$ cat src/rtl/if_stage_fetch_if.sv
// Bundle of the fetch stage's control inputs, imem load port and IF/ID outputs.
// Handshake: if_id_valid qualifies if_id_instr/if_id_pc4 on every cycle; decode
// withholds acceptance by raising stall, which freezes PC and IF/ID until it drops.
interface if_stage_fetch_if #(
    parameter int IMEM_AW = 6
);
    logic [31:0]        PCIn;
    logic               stall;
    logic               flush;
    logic               branch_taken;
    logic [31:0]        branch_target;
    logic               imem_we;
    logic [IMEM_AW-1:0] imem_waddr;
    logic [31:0]        imem_wdata;

    logic [31:0]        pc_out;
    logic [31:0]        if_id_instr;
    logic [31:0]        if_id_pc4;
    logic               if_id_valid;
    logic               halted;
    logic [15:0]        fetch_count;
    logic               state_dbg;

    modport master (
        output PCIn, stall, flush, branch_taken, branch_target,
        output imem_we, imem_waddr, imem_wdata,
        input  pc_out, if_id_instr, if_id_pc4, if_id_valid, halted,
        input  fetch_count, state_dbg
    );

    modport slave (
        input  PCIn, stall, flush, branch_taken, branch_target,
        input  imem_we, imem_waddr, imem_wdata,
        output pc_out, if_id_instr, if_id_pc4, if_id_valid, halted,
        output fetch_count, state_dbg
    );
endinterface

$ cat src/rtl/if_stage_fetch.sv
// MIPS instruction-fetch stage: PC, word-addressed imem, IF/ID register and a
// RUN/HALT FSM with branch > flush > stall priority.
module if_stage_fetch #(
    parameter int          IMEM_DEPTH  = 64,
    parameter int          IMEM_AW     = 6,
    parameter logic [31:0] NOP_INSTR   = 32'h0000_0000,
    parameter logic [5:0]  HALT_OPCODE = 6'b111111
) (
    input  logic              clk,
    input  logic              reset,
    if_stage_fetch_if.slave   bus
);

    typedef enum logic [0:0] {
        S_RUN  = 1'b0,
        S_HALT = 1'b1
    } state_t;

    state_t      state, state_nx;
    logic [31:0] pc, pc_nx;
    logic [31:0] instr_q, instr_nx;
    logic [31:0] pc4_q, pc4_nx;
    logic        valid_q, valid_nx;
    logic [15:0] count_q, count_nx;

    logic [31:0] imem [IMEM_DEPTH];
    logic [31:0] fetched;
    logic [31:0] pc_plus4;
    logic        is_halt;

    // Loading port is deliberately outside reset so a program survives a reset.
    always_ff @(posedge clk) begin
        if (bus.imem_we) begin
            imem[bus.imem_waddr] <= bus.imem_wdata;
        end
    end

    // Read is asynchronous, so a same-cycle write is only seen on the next fetch.
    assign fetched  = imem[pc[IMEM_AW+1:2]];
    assign pc_plus4 = pc + 32'd4;
    assign is_halt  = (fetched[31:26] == HALT_OPCODE);

    always_ff @(posedge clk) begin
        if (!reset) begin
            state   <= S_RUN;
            pc      <= bus.PCIn;
            instr_q <= NOP_INSTR;
            pc4_q   <= 32'd0;
            valid_q <= 1'b0;
            count_q <= 16'd0;
        end else begin
            state   <= state_nx;
            pc      <= pc_nx;
            instr_q <= instr_nx;
            pc4_q   <= pc4_nx;
            valid_q <= valid_nx;
            count_q <= count_nx;
        end
    end

    always_comb begin
        state_nx = state;
        pc_nx    = pc;
        instr_nx = instr_q;
        pc4_nx   = pc4_q;
        valid_nx = valid_q;
        count_nx = count_q;

        if (bus.branch_taken) begin
            // The branch is older than whatever is stalled or halted, so it wins.
            pc_nx    = bus.branch_target & ~32'd3;
            instr_nx = NOP_INSTR;
            valid_nx = 1'b0;
            state_nx = S_RUN;
        end else if (bus.flush) begin
            instr_nx = NOP_INSTR;
            valid_nx = 1'b0;
            if (state == S_RUN) begin
                pc_nx = pc_plus4;
            end
        end else if (bus.stall) begin
            pc_nx = pc;
        end else if (state == S_RUN) begin
            instr_nx = fetched;
            pc4_nx   = pc_plus4;
            valid_nx = 1'b1;
            count_nx = count_q + 16'd1;
            if (is_halt) begin
                // Halt word is handed to decode, but fetch parks on it.
                state_nx = S_HALT;
            end else begin
                pc_nx = pc_plus4;
            end
        end else begin
            instr_nx = NOP_INSTR;
            valid_nx = 1'b0;
        end
    end

    assign bus.pc_out      = pc;
    assign bus.if_id_instr = instr_q;
    assign bus.if_id_pc4   = pc4_q;
    assign bus.if_id_valid = valid_q;
    assign bus.fetch_count = count_q;
    assign bus.halted      = (state == S_HALT);
    assign bus.state_dbg   = state;

endmodule
$ cat src/flat_wrapper.sv
// flat-port wrapper written by rule: the top's interface ports become plain ports
module if_stage_fetch_flat 
#(
    parameter int          IMEM_DEPTH  = 64,
    parameter int          IMEM_AW     = 6,
    parameter logic [31:0] NOP_INSTR   = 32'h0000_0000,
    parameter logic [5:0]  HALT_OPCODE = 6'b111111
)
  (clk, reset, bus_PCIn, bus_stall, bus_flush, bus_branch_taken, bus_branch_target, bus_imem_we, bus_imem_waddr, bus_imem_wdata, bus_pc_out, bus_if_id_instr, bus_if_id_pc4, bus_if_id_valid, bus_halted, bus_fetch_count, bus_state_dbg);
  if_stage_fetch_if #(.IMEM_AW(IMEM_AW)) bus_i ();
  input  logic clk;
  input  logic reset;
  input wire logic [$bits(bus_i.PCIn)-1:0] bus_PCIn;
  input wire logic [$bits(bus_i.stall)-1:0] bus_stall;
  input wire logic [$bits(bus_i.flush)-1:0] bus_flush;
  input wire logic [$bits(bus_i.branch_taken)-1:0] bus_branch_taken;
  input wire logic [$bits(bus_i.branch_target)-1:0] bus_branch_target;
  input wire logic [$bits(bus_i.imem_we)-1:0] bus_imem_we;
  input wire logic [$bits(bus_i.imem_waddr)-1:0] bus_imem_waddr;
  input wire logic [$bits(bus_i.imem_wdata)-1:0] bus_imem_wdata;
  output wire logic [$bits(bus_i.pc_out)-1:0] bus_pc_out;
  output wire logic [$bits(bus_i.if_id_instr)-1:0] bus_if_id_instr;
  output wire logic [$bits(bus_i.if_id_pc4)-1:0] bus_if_id_pc4;
  output wire logic [$bits(bus_i.if_id_valid)-1:0] bus_if_id_valid;
  output wire logic [$bits(bus_i.halted)-1:0] bus_halted;
  output wire logic [$bits(bus_i.fetch_count)-1:0] bus_fetch_count;
  output wire logic [$bits(bus_i.state_dbg)-1:0] bus_state_dbg;
  assign bus_i.PCIn = bus_PCIn;
  assign bus_i.stall = bus_stall;
  assign bus_i.flush = bus_flush;
  assign bus_i.branch_taken = bus_branch_taken;
  assign bus_i.branch_target = bus_branch_target;
  assign bus_i.imem_we = bus_imem_we;
  assign bus_i.imem_waddr = bus_imem_waddr;
  assign bus_i.imem_wdata = bus_imem_wdata;
  assign bus_pc_out = bus_i.pc_out;
  assign bus_if_id_instr = bus_i.if_id_instr;
  assign bus_if_id_pc4 = bus_i.if_id_pc4;
  assign bus_if_id_valid = bus_i.if_id_valid;
  assign bus_halted = bus_i.halted;
  assign bus_fetch_count = bus_i.fetch_count;
  assign bus_state_dbg = bus_i.state_dbg;
  if_stage_fetch #(.IMEM_DEPTH(IMEM_DEPTH), .IMEM_AW(IMEM_AW), .NOP_INSTR(NOP_INSTR), .HALT_OPCODE(HALT_OPCODE)) u_core (.clk(clk), .reset(reset), .bus(bus_i));
endmodule
$ cat config.mk
export PLATFORM = sky130hd
export DESIGN_NAME = if_stage_fetch_flat
export DESIGN_NICKNAME = d
export VERILOG_FILES = /design/src/rtl/if_stage_fetch_if.sv /design/src/rtl/if_stage_fetch.sv /design/src/flat_wrapper.sv
export SDC_FILE = /design/constraint.sdc
export NUM_CORES = 2
export LEC_CHECK = 0
export BUFFER_PORTS_ARGS = -buffer_cell sky130_fd_sc_hd__buf_2
export CAP_MARGIN = 25
export CELL_PAD_IN_SITES_DETAIL_PLACEMENT = 1
export CELL_PAD_IN_SITES_GLOBAL_PLACEMENT = 2
export CORE_ASPECT_RATIO = 1.2
export CORE_MARGIN = 5
export CORE_UTILIZATION = 45
export DETAILED_ROUTE_END_ITERATION = 16
export GPL_ROUTABILITY_DRIVEN = 0
export PLACE_DENSITY = 0.75
export SLEW_MARGIN = 30
export SYNTH_ARGS = -nofsm -noshare
export SYNTH_HDL_FRONTEND = slang
export SYNTH_SLANG_ARGS = --single-unit
$ cat constraint.sdc
create_clock -name clk -period 4.25 [get_ports clk]
set_input_delay 0 -clock clk [delete_from_list [all_inputs] [get_ports clk]]
set_output_delay 0 -clock clk [all_outputs]
set_load 0.02 [all_outputs]
==> run summary <==
Synth cell types: 54
clock latency at the later pin of the worst-skew pair: 0.86 ns
Seq cells post-synth: 2168
number of synthesized flops with an enable pin: 2080
worst-margin pin slew: 1.06 ns
Finished Layout Cells: 6865
CTS Sinks: 2168
multi-input logic area: 18700 sq um
ys flop type: edfxtp_1
TritonCTS buffer count: 207
die area: 195000 sq um
worst path arrival time: 4.84 ns
vias per inst: 6.12
DR vias: 42.0k
Syn Area/Cell: 22.7 sq um
Setup WS pre-CTS: 0.486 ns
row count: 173
fmax: 247 MHz
worst setup margin: 0.196 ns
GR Overflow Total: 0
DRT iter0 DRCs: 5286
clock root buffer: clkbuf_16
Longest Clk Path Bufs: 3
Setup Skew: 0.0444 ns
status: finished clean
port bufs: 220
Hold Vio Cnt, Final: 0
min Tclk post-route: 4.05 ns
Setup Viol. Count Final: 0
initial core utilization: 0.452
share of layout cells above drive strength 1: 0.330
most common cell after layout, fill and taps aside: edfxtp_1
leakage power: 31.2 nW
drt first pass iters: 7
# Max-Cap Violations: 0
largest net degree at the start of global routing: 90
DR WL/cell: 34.7 microns
remaining routing DRC violations: 0
Final Slew Violations: 0
drt total wl: 238 mm
syn nets: 3792
sequential cell area: 64200 sq um
CTS H-tree lvls: 4
RSZ-0062 raised after global routing: no
Worst setup EP type: flop
register area share after synthesis: 0.768
WS Path Type: reg2reg
number of global-route vias before repair: 43.7k
Fillers: 16.0k
total track usage: 0.246
boundary pin count: 223
WP data required: 5.04 ns
# resized after CTS: 0
Clock Pin Slew Worst Setup and Hold Paths: 0.06 ns
hold_ws: 0.0384 ns
area grow syn2layout: 17.1%
Die Y: 482 microns
Fin Setup TNS: 0 ns
dpl hpwl: 137 mm
CTS tree: built
final instance area: 97900 sq um
FFs w/ async S/R, synth: 0
Power Density: 491 nW/um^2
flop-to-flop setup slack: 0.20 ns
Max FO, Critical Path: 34
most frequent cells in the layout: 2080 x edfxtp_1, 625 x mux4_2, 215 x clkbuf_16
min-delay worst type: in2reg
VDD IR max: 0.000511 V
CP startpoint kind: flop
Syn. warnings: 0
area post-placement: 89400 sq um
post-route antenna net violation count: 0
Die Span X: 403 microns
Core Region: 185000 sq um
initial antenna violation count: 13
period utilisation layout: 0.954
final net count: 4338
gate count after technology mapping: 3682
post-layout util: 0.529
Tot Pwr: 48.0 mW
placed insts: 6329
relative slew slack: 0.292
first-pass GRT wire length: 339 mm
synthesized area: 83600 sq um
[power breakdown]
group	switching, mW	leakage, nW	internal [mW]
Clock	8.06	3.38	10.8
Combinational	2.82	8.32	2.48
Sequential	0.226	19.5	23.6
Total	11.1	31.2	36.9
[cell families (layout without fill, tap and decap cells)]
| group | Yosys count | after routing | share of synthesized area |
|---|---|---|---|
| AO/OA/AOI/OAI | 166 | 166 | 0.0135 |
| XOR/XNOR | 43 | 43 | 0.00451 |
| adder cells (fa/ha/maj) | 2 | 2 | 0.000299 |
| buffers and inverters | 217 | 944 | 0.0140 |
| flip-flops | 2168 | 2168 | 0.768 |
| multiplexers | 708 | 708 | 0.179 |
| other | 0 | 6 | 0 |
| AND/OR/NAND/NOR | 378 | 378 | 0.0203 |
[per-layer routing]
layer  vias up  global-route usage  wire [microns]  share of wire
met5         -                   0              48        0.00020
met4         8              0.0693            6470          0.027
met3       334              0.0478           21100          0.088
met2      2165               0.406          118000           0.50
met1     22799               0.338           92700           0.39
li1      16696                   -               -              -
[sequential cells by signal (all words and copies together) (netlist names), named ones only]
| name | cells |
|---|---|
| u_core.bus.if_id_pc4 | 32 |
| u_core.bus.halted | 1 |
| u_core.bus.if_id_valid | 1 |
| u_core.bus.pc_out | 32 |
| u_core.bus.fetch_count | 16 |
| u_core.bus.if_id_instr | 32 |
| u_core.imem | 2048 |
[path summary, 6_finish.rpt]
check / start / end / cells after the start
worst max-delay path: flop / u_core.bus.halted$_SDFFE_PN0P_ / 10
worst min-delay path: bus_imem_waddr[4] / u_core.imem[54][20]$_DFFE_PP_ / 3
worst max register to register: flop / u_core.bus.halted$_SDFFE_PN0P_ / 10
worst min register to register: u_core.bus.if_id_pc4[27]$_SDFFE_PN0P_ / u_core.bus.if_id_pc4[27]$_SDFFE_PN0P_ / 2
[area by class of cell]
type,count,share of cell area
diodes,6,0.000153
clock buffers,259,0.0572
clock inverters,131,0.0139
inverters,10,0.000384
multi-input cells,1297,0.191
flip-flops and latches,2168,0.656
well taps,2450,0.0313
repair buffers,544,0.0499
[critical path, cell delays in order, from the launching register on]
cell and delay [ns]:
dfxtp_4 0.78, mux4_2 0.35, mux2i_1 0.11, mux2i_1 0.38, a32oi_1 0.12, a221oi_1 0.60
nand4b_1 0.22, buf_4 0.22, or4_1 0.46, dlygate4sd3_1 0.57, a21oi_1 0.13
[cell usage after synthesis (all sizes together), types with 2 or more instances]
master,n,area (sq um)
a31oi,7,43.8
nor2b,15,93.8
a211oi,34,255
and2,2,12.5
o22a,3,26.3
nor2,173,649
buf,138,877
a21o,2,15.0
o21ai,41,205
nand2,82,308
a32oi,3,26.3
a21oi,11,55.1
clkbuf,69,259
nand3,39,195
xnor2,15,131
nor4,5,31.3
nand2b,7,43.8
nand4b,2,17.5
o311a,4,40.0
nand3b,4,30.0
or3,4,25.0
edfxtp,2080,62500
dfxtp,88,1760
nand4,17,106
o211ai,8,60.1
ha,2,25.0
mux2i,42,420
and4,5,43.8
inv,9,33.8
mux4,625,14100
and3,9,56.3
xor2,28,245
nor3,7,35.0
a311oi,3,26.3
a22oi,38,285
mux2,41,462
o22ai,5,31.3
or2,3,18.8
[timing repair]
item,CTS,global route
endpoints found under the hold margin,2259,0
hold buffers,137,0
buffers inserted,0,0
Power figures use the tool's default switching activity.
